**config.mk**
```make
export PLATFORM = sky130hd
export DESIGN_NAME = multi_byte_serial_adder
export DESIGN_NICKNAME = d
export VERILOG_FILES = /design/src/rtl/multi_byte_serial_adder.sv
export SDC_FILE = /design/constraint.sdc
export NUM_CORES = 1
export LEC_CHECK = 0
export ABC_AREA = 1
export BUFFER_PORTS_ARGS = -buffer_cell sky130_fd_sc_hd__buf_2
export CAP_MARGIN = 20
export CORE_UTILIZATION = 35
export CTS_CLUSTER_DIAMETER = 60
export DETAILED_ROUTE_END_ITERATION = 8
export SLEW_MARGIN = 0
export SYNTH_ARGS = -nofsm -noshare
export SYNTH_HDL_FRONTEND = slang
export SYNTH_SLANG_ARGS = --single-unit
```
**constraint.sdc**
```tcl
create_clock -name clk -period 4.2 [get_ports clk]
set_clock_uncertainty 0.2 [all_clocks]
set_input_delay 0.42 -clock clk [delete_from_list [all_inputs] [get_ports clk]]
set_output_delay 0.42 -clock clk [all_outputs]
set_load 0.01 [all_outputs]
```
**src/rtl/multi_byte_serial_adder.sv**
```systemverilog
// Byte-serial multi-precision adder: latches wide operands on start and
// sums them one byte per clock, LSB first, through one 8-bit ripple adder.
//
// Ports:
//   clk   - clock, all state updates on rising edge
//   rst   - synchronous active-high reset
//   start - begin an addition (accepted in IDLE or DONE)
//   a, b  - W-bit operands, sampled on accepted start
//   cin   - carry into byte 0, sampled on accepted start
//   busy  - high while bytes are being processed
//   done  - one-cycle pulse, sum/cout final
//   sum   - W-bit result register
//   cout  - carry out of the most-significant byte

module eight_bit_ripple_carry_adder (
    output logic [7:0] sum,
    output logic       cout,
    input  logic [7:0] a,
    input  logic [7:0] b,
    input  logic       cin
);
    always_comb begin
        logic c;
        c   = cin;
        sum = '0;
        for (int i = 0; i < 8; i++) begin
            sum[i] = a[i] ^ b[i] ^ c;
            c      = (a[i] & b[i]) | (c & (a[i] ^ b[i]));
        end
        cout = c;
    end
endmodule

module multi_byte_serial_adder #(
    parameter int NBYTES = 4
) (
    input  logic                clk,
    input  logic                rst,
    input  logic                start,
    input  logic [8*NBYTES-1:0] a,
    input  logic [8*NBYTES-1:0] b,
    input  logic                cin,
    output logic                busy,
    output logic                done,
    output logic [8*NBYTES-1:0] sum,
    output logic                cout
);
    localparam int W  = 8 * NBYTES;
    localparam int IW = $clog2(NBYTES);

    typedef enum logic [1:0] {
        IDLE = 2'd0,
        RUN  = 2'd1,
        DONE = 2'd2
    } state_t;

    state_t         state_q, state_d;
    logic [W-1:0]   a_q, a_d;
    logic [W-1:0]   b_q, b_d;
    logic [W-1:0]   sum_q, sum_d;
    logic           carry_q, carry_d;
    logic           cout_q, cout_d;
    logic [IW-1:0]  idx_q, idx_d;

    logic [7:0]     add_a, add_b, add_s;
    logic           add_co;

    // Byte-select mux feeding the single shared adder.
    assign add_a = a_q[int'(idx_q)*8 +: 8];
    assign add_b = b_q[int'(idx_q)*8 +: 8];

    eight_bit_ripple_carry_adder u_add (
        add_s,
        add_co,
        add_a,
        add_b,
        carry_q
    );

    always_comb begin
        state_d = state_q;
        a_d     = a_q;
        b_d     = b_q;
        sum_d   = sum_q;
        carry_d = carry_q;
        cout_d  = cout_q;
        idx_d   = idx_q;
        unique case (state_q)
            IDLE, DONE: begin
                if (start) begin
                    a_d     = a;
                    b_d     = b;
                    carry_d = cin;
                    sum_d   = '0;
                    idx_d   = '0;
                    state_d = RUN;
                end else begin
                    state_d = IDLE;
                end
            end
            RUN: begin
                sum_d[int'(idx_q)*8 +: 8] = add_s;
                carry_d = add_co;
                if (idx_q == IW'(NBYTES - 1)) begin
                    cout_d  = add_co;
                    state_d = DONE;
                end else begin
                    idx_d = idx_q + IW'(1);
                end
            end
            default: state_d = IDLE;
        endcase
    end

    always_ff @(posedge clk) begin
        if (rst) begin
            state_q <= IDLE;
            a_q     <= '0;
            b_q     <= '0;
            sum_q   <= '0;
            carry_q <= 1'b0;
            cout_q  <= 1'b0;
            idx_q   <= '0;
        end else begin
            state_q <= state_d;
            a_q     <= a_d;
            b_q     <= b_d;
            sum_q   <= sum_d;
            carry_q <= carry_d;
            cout_q  <= cout_d;
            idx_q   <= idx_d;
        end
    end

    assign busy = (state_q == RUN);
    assign done = (state_q == DONE);
    assign sum  = sum_q;
    assign cout = cout_q;
endmodule
```
==> impl_metrics.yaml, run 1 <==
status:
  status: "finished with violations"
  violations: "negative setup slack"
worst_setup_path:
  cp.required_ns: 4.20
  r2r_cells: 20
  end_kind: "flip-flop"
  crit_path_cell_trace: "buf_6 -> inv_6 -> nor2_4 -> nor2_2 -> a21oi_2 -> fa_2 -> fa_2 -> fa_2 -> fa_2 -> fa_2 -> inv_2 -> fa_2 -> inv_2 -> fa_2 -> inv_2 -> fa_1 -> nand2_2 -> nor2_4 -> nand2_1 -> a21oi_1"
  reg2reg_slack_ns: -0.009
  crit_type: "reg -> reg"
  worst_path_most_repeated_cell: "fa_2"
  timing.rr.start: "idx_q[0]$_SDFFE_PP0P_"
  cp_data_arrival_time_ns: 4.21
  start_kind: "flip-flop"
  r2r-end: "sum[15]$_SDFFE_PP0P_"
  path_max_fanout: 4
  crit_slowest_cell: "fa_1"
  critPathMaxStageDelay_ns: 0.42
sta:
  setup_ws_ns: -0.008528
  finalHoldViolCount: 0
  finalSetupViolCount: 2
  fin_crit_ns: 4.209
  rsz0062_at_grt: "true"
  worst-slew-pin-transition_ns: 0.9124
  max_freq_mhz: 237.6
  slew_headroom_pct: 39.09
  slew_violations: 0
  fin_crit_sh_pct: 100.2
  hold-worst-slack_ns: 0.1219
logic_synthesis:
  synthTopCellsByArea: "dfxtp_1 (43%), nor2_1 (14%), o21ai_0 (10%)"
  synth-edff-count: 0
  ys_ff_latch: 102
  yosysWarnings: 0
  avgSynthCellArea_um2: 7.484
  synth_ff_type: "dfxtp_1"
  ys_async_sr_fraction_pct: 0
  synth_top_area_share_pct: 43.04
  ys_seq_area_share_pct: 43.04
  yosysTopAreaCell: "dfxtp_1"
  syn_inst: 634
  mappedNetlistNets: 714
  synth_area_um2: 4745
  synth.distinct_cells: 29
final_layout:
  final_common_cell: "nor2_1"
  final_util_pct: 43.14
  fin_nets: 801
  nFillCells: 1390
  diodes: 0
  fin_area_um2: 5713
  drive_gt1_share_pct: 26.24
  syn_to_final_growth_pct: 20.41
  final_cell_mix: "nor2_1 (168), buf_2 (102), dfxtp_1 (100)"
floorplanning:
  floorplan.initialDensity_pct: 35.83
  ios: 103
  die_y_um: 118.4
  core_um2: 13240
  rows: 42
  fp.dieW_um: 118.4
  dieArea_um2: 14030
grt:
  grt_max_degree: 115
  track_usage_pct: 17.46
  grt_pass1_wl_mm: 19.54
  grt_pass1_vias: 4100
  antenna_found_initial: 0
  overflow: 0
placed_design:
  dp_slack_ns: -0.1288
  dpl.hpwl_mm: 8.716
  placed_area_um2: 5318
  place.gp.congestion: 0.8475
  io_buffers: 102
clock_tree:
  h-tree-depth: 3
  clock-root-buffer: "clkbuf_16"
  cts_buffer_depth: 2
  cts_tree: "built"
  path_clk_slew_ns: 0.07
  numCtsBuffers: 9
  cts.sinks: 102
  insertion_delay_ns: 0.34
route:
  vias: 4306
  wl_per_cell_um: 13.05
  drcViolationCount: 0
  first_iter_violations: 287
  detail-route-antenna-nets: 0
  wirelength_mm: 11.75
  dr.pass1.iters: 5
  avgViaCountPerCell: 4.784
min_path:
  hold_class: "in -> reg"
  whs_path_depth: 3
  hp-start: "a[7]"
  hold_end: "a_q[7]$_SDFFE_PP0P_"
pwr:
  p_leak_nw: 2.422
  p_per_area_nw_per_um2: 422.2
  ir_worst_vdd_mv: 0.2249
  finalPower_mw: 2.412
flow_run:
  maxCapViolCount: 0
## per-layer routing
layer,up-vias,share of wire [%],GRT usage (%)
met5,-,0,0
met2,135,46,28.42
met1,1924,47,22.92
met3,17,5.5,3.861
li1,2230,-,-
met4,0,1.7,5.696
## registers in the layout, indices dropped and copies added (netlist names)
signal / flops
a_q: 32
b_q: 32
sum: 32
idx_q: 2
state_q: 2
carry_q: 1
cout: 1
## where the power goes
part	internal (mW)	total, mW	switching [mW]
Sequential	1.03	1.07	0.0364
Combinational	0.185	0.483	0.299
Clock	0.516	0.860	0.344
## how the worst max path moves through the flow
| stage | startpoint | slack [ns] | endpoint | cells after the start |
|---|---|---|---|---|
| floorplan | idx_q[0]$_SDFFE_PP0P_ | 0.006 | sum[31]$_SDFFE_PP0P_ | 20 |
| global placement | idx_q[0]$_SDFFE_PP0P_ | -0.03 | sum[31]$_SDFFE_PP0P_ | 18 |
| detailed placement | idx_q[0]$_SDFFE_PP0P_ | -0.13 | sum[15]$_SDFFE_PP0P_ | 18 |
| CTS | idx_q[0]$_SDFFE_PP0P_ | -0.02 | sum[15]$_SDFFE_PP0P_ | 20 |
| global route | idx_q[0]$_SDFFE_PP0P_ | -0.16 | sum[15]$_SDFFE_PP0P_ | 18 |
| finish | idx_q[0]$_SDFFE_PP0P_ | -0.009 | sum[15]$_SDFFE_PP0P_ | 20 |
## timing repair
| action | CTS | global route |
|---|---|---|
| pin swaps | 0 | 3 |
| endpoints found under the setup margin | 4 | 6 |
| hold buffers | 0 | 0 |
| resized for setup | 9 | 17 |
| setup buffers | 4 | 1 |
## critical path, delay by kind of cell (launching register included)
kind	cells	cell delay [ns]
buffers and inverters	5	0.36
and+or+nand+nor	5	0.37
DFF	1	0.35
adders and majority gates	8	2.69
AOI/OAI and AO/OA	2	0.10
## cell families (layout without fill, tap and decap cells)
logic type                 after synthesis  after routing  synth area share, %
DFF                                    102            102                43.04
adders and majority gates               12             12                4.430
AOI/OAI and AO/OA                      156            156                17.35
buffers and inverters                   75            165                8.175
and+or+nand+nor                        289            289                27.00
## through the flow
stage	std cells	TNS, ns
final	900	-0.01085
after CTS	900	-0.02878
after floorplan	634	0
after global routing	900	-0.6512
after detailed placement	882	-0.4072
after global placement	882	-0.05096
## cell type report
type	count	area (um2)	share of cell area [%]
Clock buffer	10	229.0	4.008
Clock inverter	4	73.82	1.292
Inverter	34	137.6	2.409
Multi-Input combinational cell	457	2371	41.50
Sequential cell	102	2047	35.83
Tap cell	176	220.2	3.855
Timing Repair Buffer	117	634.4	11.10
## cells in the mapped netlist (2+ instances only)
cell type / number
a21oi_1: 43
buf_6: 4
a21oi_2: 10
fa_1: 8
nand3_1: 19
nor2_2: 4
inv_2: 5
clkbuf_1: 13
dfxtp_1: 102
inv_1: 28
buf_2: 14
nand2_1: 61
buf_4: 7
nor3_1: 6
nor2_4: 2
nand3b_1: 8
nor2_1: 173
o21ai_0: 99
o22ai_1: 4
ha_1: 4
nand3_2: 12
Note: power is estimated with default switching activity, not from simulation.
==> inputs of run 2 (changes only) <==
- SYNTH_HIERARCHICAL: not set -> 1
==> run 2 against run 1 <==
Compared with the run above: the flow still finishes with violations (negative setup slack); core utilization increased by 0.84 points; setup slack got worse by 0.037 ns; worst hold slack got worse by 0.0077 ns; final cell count decreased by 0.44%; flip-flop and latch count unchanged; routed wire length increased by 4.9%; global-route usage increased by 1.9 points; synthesized cell count decreased by 0.95%; design area decreased by 2.5%; sequential share of layout area increased by 0.90 points; non-clock buffer count increased by 3; die area decreased by 3.3%.
==> impl_metrics.yaml, run 2 <==
status:
  status: "finished with violations"
  violations: "negative setup slack"
placed_design:
  placed_area_um2: 5246
  io_buffers: 102
  place.gp.congestion: 0.8895
  dpl.hpwl_mm: 9.196
  dp_slack_ns: -0.1981
worst_setup_path:
  critPathMaxStageDelay_ns: 0.41
  worst_path_most_repeated_cell: "fa_2"
  path_max_fanout: 7
  r2r_cells: 19
  timing.rr.start: "idx_q[0]$_SDFFE_PP0P_"
  crit_path_end: "sum[31]$_SDFFE_PP0P_"
  crit_path_cell_trace: "inv_6 -> o21ai_2 -> o22ai_2 -> fa_2 -> inv_2 -> fa_1 -> inv_1 -> fa_2 -> fa_2 -> fa_2 -> fa_2 -> fa_2 -> inv_2 -> fa_1 -> inv_2 -> nand2_2 -> nor2_2 -> nand2_1 -> a21oi_1"
  crit_slowest_cell: "fa_1"
  cp_num_buf_inv: 5
  end_kind: "flip-flop"
  critPathLaunch: "idx_q[0]$_SDFFE_PP0P_"
  start_kind: "flip-flop"
  cp_data_arrival_time_ns: 4.33
  r2r-end: "sum[31]$_SDFFE_PP0P_"
  reg2reg_slack_ns: -0.05
  cp.depth: 19
  crit_family: "adder cells"
  cp.required_ns: 4.28
  crit_type: "reg -> reg"
grt:
  grt_max_degree: 83
  grt_pass1_wl_mm: 19.70
  antenna_found_initial: 0
  track_usage_pct: 19.39
  grt_pass1_vias: 3961
  overflow: 0
min_path:
  whs_path_depth: 3
  hold_class: "in -> reg"
final_layout:
  fin_nets: 801
  syn_to_final_growth_pct: 21.56
  drive_gt1_share_pct: 23.62
  diodes: 0
  fin_area_um2: 5573
  final_util_pct: 43.98
  final_cell_mix: "nor2_1 (197), buf_2 (102), dfxtp_1 (100)"
  final_common_cell: "nor2_1"
logic_synthesis:
  ys_seq_area_share_pct: 44.54
  syn_inst: 628
  ys_async_sr_fraction_pct: 0
  yosysWarnings: 6
  synth-edff-count: 0
  synthTopCellsByCount: "nor2_1 (200), dfxtp_1 (102), o21ai_0 (97)"
  avgSynthCellArea_um2: 7.300
  synth.distinct_cells: 25
  synth_top_area_share_pct: 44.54
  synth_area_um2: 4584
  synthMostInstantiatedCell: "nor2_1"
  yosysTopAreaCell: "dfxtp_1"
  ys_ff_latch: 102
  mappedNetlistNets: 710
  synth_ff_type: "dfxtp_1"
  synthTopCellsByArea: "dfxtp_1 (45%), nor2_1 (16%), o21ai_0 (11%)"
pwr:
  ir_worst_vdd_mv: 0.1841
  p_per_area_nw_per_um2: 414.0
  p_leak_nw: 2.477
floorplanning:
  fp.dieW_um: 116.4
  core_um2: 12670
  rows: 41
  dieArea_um2: 13560
  ios: 103
  die_y_um: 116.4
  floorplan.initialDensity_pct: 36.18
sta:
  rsz0062_at_grt: "true"
  slew_violations: 0
  fin_tns_setup_ns: -0.08869
  slew_headroom_pct: 48.79
  worst-slew-pin-transition_ns: 0.7682
  max_freq_mhz: 235.5
  finalSetupViolCount: 3
  fin_crit_sh_pct: 101.1
  hold-worst-slack_ns: 0.1141
  setup_ws_ns: -0.04569
  fin_crit_ns: 4.246
  finalHoldViolCount: 0
clock_tree:
  numCtsBuffers: 9
  cts.sinks: 102
  h-tree-depth: 3
  cts_buffer_depth: 2
  clock-root-buffer: "clkbuf_16"
  path_clk_slew_ns: 0.07
  cts_tree: "built"
  insertion_delay_ns: 0.35
route:
  wirelength_mm: 12.32
  dr.pass1.iters: 4
  first_iter_violations: 237
  avgViaCountPerCell: 4.748
  vias: 4254
  wl_per_cell_um: 13.75
  drcViolationCount: 0
  detail-route-antenna-nets: 0
flow_run:
  maxCapViolCount: 0
-- run 2: cell count changes after synthesis, sizes merged, moves of 5 or more --
cell    previous run  this run
nor2             179       205
o22ai              4        16
nor3               6         1
clkbuf            13        20
buf               28        20
nand2             63        54
a21oi             53        27
inv               34        29
-- run 2: worst min path at each step --
| stage | slack [ns] | endpoint | from |
|---|---|---|---|
| floorplan | 0.25 | b_q[16]$_SDFFE_PP0P_ | b_q[16]$_SDFFE_PP0P_ |
| global placement | 0.27 | a_q[20]$_SDFFE_PP0P_ | a_q[20]$_SDFFE_PP0P_ |
| CTS | 0.11 | b_q[13]$_SDFFE_PP0P_ | b[13] |
| global route | 0.13 | b_q[12]$_SDFFE_PP0P_ | b[12] |
| finish | 0.11 | a_q[17]$_SDFFE_PP0P_ | a[17] |
| detailed placement | 0.27 | a_q[23]$_SDFFE_PP0P_ | a_q[23]$_SDFFE_PP0P_ |
-- run 2: power breakdown --
| part | internal, mW | leakage (nW) | switching, mW |
|---|---|---|---|
| Sequential | 1.03 | 0.840 | 0.0418 |
| Clock | 0.449 | 0.142 | 0.358 |
| Combinational | 0.169 | 1.50 | 0.259 |
-- run 2: cells by family (layout without fill, tap and decap cells) --
group	after synthesis	after routing	share of synthesized area (%)
AND/OR/NAND/NOR	303	303	27.40
buffers and inverters	69	165	7.205
flip-flops	102	102	44.54
adder cells (fa/ha/maj)	14	14	5.131
AO/OA/AOI/OAI	140	140	15.72
-- run 2: metrics by stage --
step | power, mW | cells
2_1_floorplan | 1.383 | 628
3_3_place_gp | 1.502 | 878
3_5_place_dp | 1.511 | 878
4_1_cts | 2.322 | 896
5_1_grt | 2.430 | 896
6_report | 2.307 | 896
-- run 2: final cells by class --
type	instances	area, um2
well taps	172	215.2
clock inverters	3	17.52
fillers	1347	7098
flip-flops and latches	102	2047
multi-input cells	457	2261
clock buffers	13	270.3
inverters	29	116.4
repair buffers	120	645.6
-- run 2: routing by layer --
layer | routed length, um | track usage (%)
met1 | 5622 | 23.95
met4 | 292 | 7.607
met3 | 601 | 4.722
met2 | 5807 | 32.47
met5 | 0 | 0
-- run 2: tightest hold or removal path: cells and delay by family --
kind | cells | cell delay (ns)
AO/OA/AOI/OAI | 1 | 0.07
AND/OR/NAND/NOR | 1 | 0.07
buffers and inverters | 1 | 0.07
-- run 2: what timing repair did --
action	4_1_cts	5_1_grt
gates cloned	0	0
setup endpoints to repair	4	4
buffers inserted	2	0
hold buffers	0	0
pin swaps	10	5
resized for setup	6	5
endpoints found under the hold margin	0	0
==> inputs of run 3 (changes only) <==
- ABC_AREA: 1 -> 0
==> run 3 against run 2 <==
Compared with the run above: the flow still finishes with violations (negative setup slack); synthesized cell count decreased by 26%; count of clock-buffer cells in the layout decreased by 2; clock power about the same; setup slack got worse by 0.14 ns; die area decreased by 2.7%; combinational power decreased by 30%; via count decreased by 16%; first-iteration DRC count decreased by 32%; design area decreased by 3.5%; critical path type unchanged.
==> impl_metrics.yaml, run 3 <==
status:
  status: "finished with violations"
  violations: "negative setup slack"
floorplanning:
  core_um2: 12210
  dieArea_um2: 13200
  floorplan.initialDensity_pct: 36.53
  fp.dieW_um: 114.9
  rows: 40
  die_y_um: 114.9
  ios: 103
grt:
  track_usage_pct: 17.08
  grt_pass1_vias: 3453
  grt_pass1_wl_mm: 17.34
  overflow: 0
  antenna_found_initial: 0
  grt_max_degree: 98
final_layout:
  syn_to_final_growth_pct: 20.51
  nFillCells: 1271
  fin_nets: 639
  diodes: 0
  fin_area_um2: 5375
  final_util_pct: 44.02
  drive_gt1_share_pct: 29.54
  final_common_cell: "nand2_1"
  final_cell_mix: "nand2_1 (132), dfxtp_1 (101), buf_2 (101)"
logic_synthesis:
  synth_compound_area_share_pct: 14.92
  synth_top_area_share_pct: 45.78
  synth_mux_area_share_pct: 8.499
  ys_ff_latch: 102
  yosysTopAreaCell: "dfxtp_1"
  synth-edff-count: 0
  syn_inst: 465
  synth.distinct_cells: 31
  synthTopCellsByArea: "dfxtp_1 (46%), nand2_1 (11%), a21oi_1 (8.5%)"
  synth_ff_type: "dfxtp_1"
  synth_top_family_by_area: "simple AND/OR/NAND/NOR gates"
  synth-xor-area-share_pct: 0
  synthMostInstantiatedCell: "nand2_1"
  synthAdderAreaFrac_pct: 5.273
  synthSimpleGateAreaFrac_pct: 18.91
  ys_seq_area_share_pct: 45.78
  synthTopCellsByCount: "nand2_1 (132), dfxtp_1 (102), a21oi_1 (76)"
  yosysWarnings: 6
  ys_async_sr_fraction_pct: 0
  avgSynthCellArea_um2: 9.593
  synth_area_um2: 4461
  mappedNetlistNets: 547
clock_tree:
  cts.sinks: 102
  insertion_delay_ns: 0.35
  clock-root-buffer: "clkbuf_16"
  numCtsBuffers: 9
  postCtsHoldBufs: 0
  cts_tree: "built"
  h-tree-depth: 3
  path_clk_slew_ns: 0.07
  cts_buffer_depth: 2
worst_setup_path:
  r2r_cells: 15
  cp.required_ns: 4.29
  path_max_fanout: 4
  end_kind: "flip-flop"
  cp_data_arrival_time_ns: 4.47
  start_kind: "flip-flop"
  crit_type: "reg -> reg"
pwr:
  p_leak_nw: 2.209
  finalPower_mw: 2.146
  p_per_area_nw_per_um2: 399.2
  ir_worst_vdd_mv: 0.2510
sta:
  worst-slew-pin-transition_ns: 1.059
  hold-worst-slack_ns: 0.1073
  setup_ws_ns: -0.1872
  rsz0062_at_grt: "true"
  finalHoldViolCount: 0
  fin_crit_ns: 4.387
  finalSetupViolCount: 4
  max_freq_mhz: 227.9
  slew_headroom_pct: 29.41
  fin_crit_sh_pct: 104.5
  slew_violations: 0
route:
  wirelength_mm: 10.67
  drcViolationCount: 0
  dr.pass1.iters: 4
  vias: 3564
  avgViaCountPerCell: 4.882
  wl_per_cell_um: 14.62
  detail-route-antenna-nets: 0
  first_iter_violations: 162
placed_design:
  io_buffers: 102
  placed_area_um2: 5036
  place.gp.congestion: 0.7870
  dpl.hpwl_mm: 7.757
min_path:
  hold_class: "in -> reg"
  whs_path_depth: 3
flow_run:
  maxCapViolCount: 0
-- run 3: cell count changes after synthesis, moves of 10 or more --
cell,previous run,this run
nand2_1,53,132
inv_1,25,12
nand2b_1,0,10
clkbuf_1,15,4
o21ai_0,97,0
a21oi_1,27,76
a22o_1,0,16
mux4_2,0,11
nand3_1,30,19
nor2_1,200,2
o22ai_1,16,0
buf_4,11,1
-- run 3: metrics by stage --
stage / TNS (ns) / setup slack [ns] / std cells
floorplan: -0.9499 / -0.2848 / 465
global placement: -0.7514 / -0.2349 / 712
detailed placement: -0.9436 / -0.2768 / 712
CTS: -0.5262 / -0.1724 / 729
global route: -1.187 / -0.3273 / 730
finish: -0.5563 / -0.1872 / 730
-- run 3: kinds of logic after synthesis --
family | count (synthesis)
DFF | 102
AOI/OAI and AO/OA | 104
adders and majority gates | 14
muxes | 16
buffers and inverters | 45
and+or+nand+nor | 184
-- run 3: report_power, final --
group	total (mW)	internal [mW]	switching, mW
Combinational	0.301	0.128	0.173
Clock	0.809	0.441	0.368
Sequential	1.04	1.01	0.0255
-- run 3: final cells by class --
| cell class | count | area [um2] | area share [%] |
|---|---|---|---|
| multi-input combinational | 318 | 2162 | 40.22 |
| inverter | 13 | 51.30 | 0.9544 |
| clock buffer | 11 | 252.7 | 4.702 |
| timing repair buffer | 113 | 611.8 | 11.38 |
| sequential | 102 | 2046 | 38.06 |
| tap | 168 | 210.2 | 3.911 |
| clock inverter | 5 | 41.29 | 0.7682 |
-- run 3: path summary, 6_finish.rpt --
check	startpoint	end	slack (ns)
worst max register to register	idx_q[0]$_SDFFE_PP0P_	sum[23]$_SDFFE_PP0P_	-0.19
worst min-delay path	a[21]	a_q[21]$_SDFFE_PP0P_	0.11
worst min register to register	b_q[8]$_SDFFE_PP0P_	b_q[8]$_SDFFE_PP0P_	0.25
worst max-delay path	idx_q[0]$_SDFFE_PP0P_	sum[23]$_SDFFE_PP0P_	-0.19
-- run 3: timing repair --
| action | CTS | global route |
|---|---|---|
| pin swaps | 4 | 4 |
| setup endpoints to repair | 4 | 9 |
| resized for setup | 1 | 5 |
| setup buffers | 1 | 0 |
-- run 3: per-layer routing --
| layer | GRT usage [%] | vias up | wire length [um] |
|---|---|---|---|
| met4 | 4.156 | 0 | 97 |
| li1 | - | 1769 | - |
| met2 | 28.55 | 98 | 5100 |
| met1 | 22.49 | 1687 | 4976 |
| met5 | 0 | - | 0 |
| met3 | 3.743 | 10 | 498 |
-- run 3: critical path: stages, from the launching register on --
cell and delay (ns):
dfxtp_4 0.37, mux4_2 0.52, fa_2 0.37, inv_2 0.06
fa_2 0.19, inv_2 0.04, fa_2 0.35, fa_2 0.35
fa_2 0.35, fa_2 0.35, fa_2 0.34, inv_2 0.06
fa_1 0.41, inv_2 0.08, nor2b_4 0.14, a22o_1 0.14
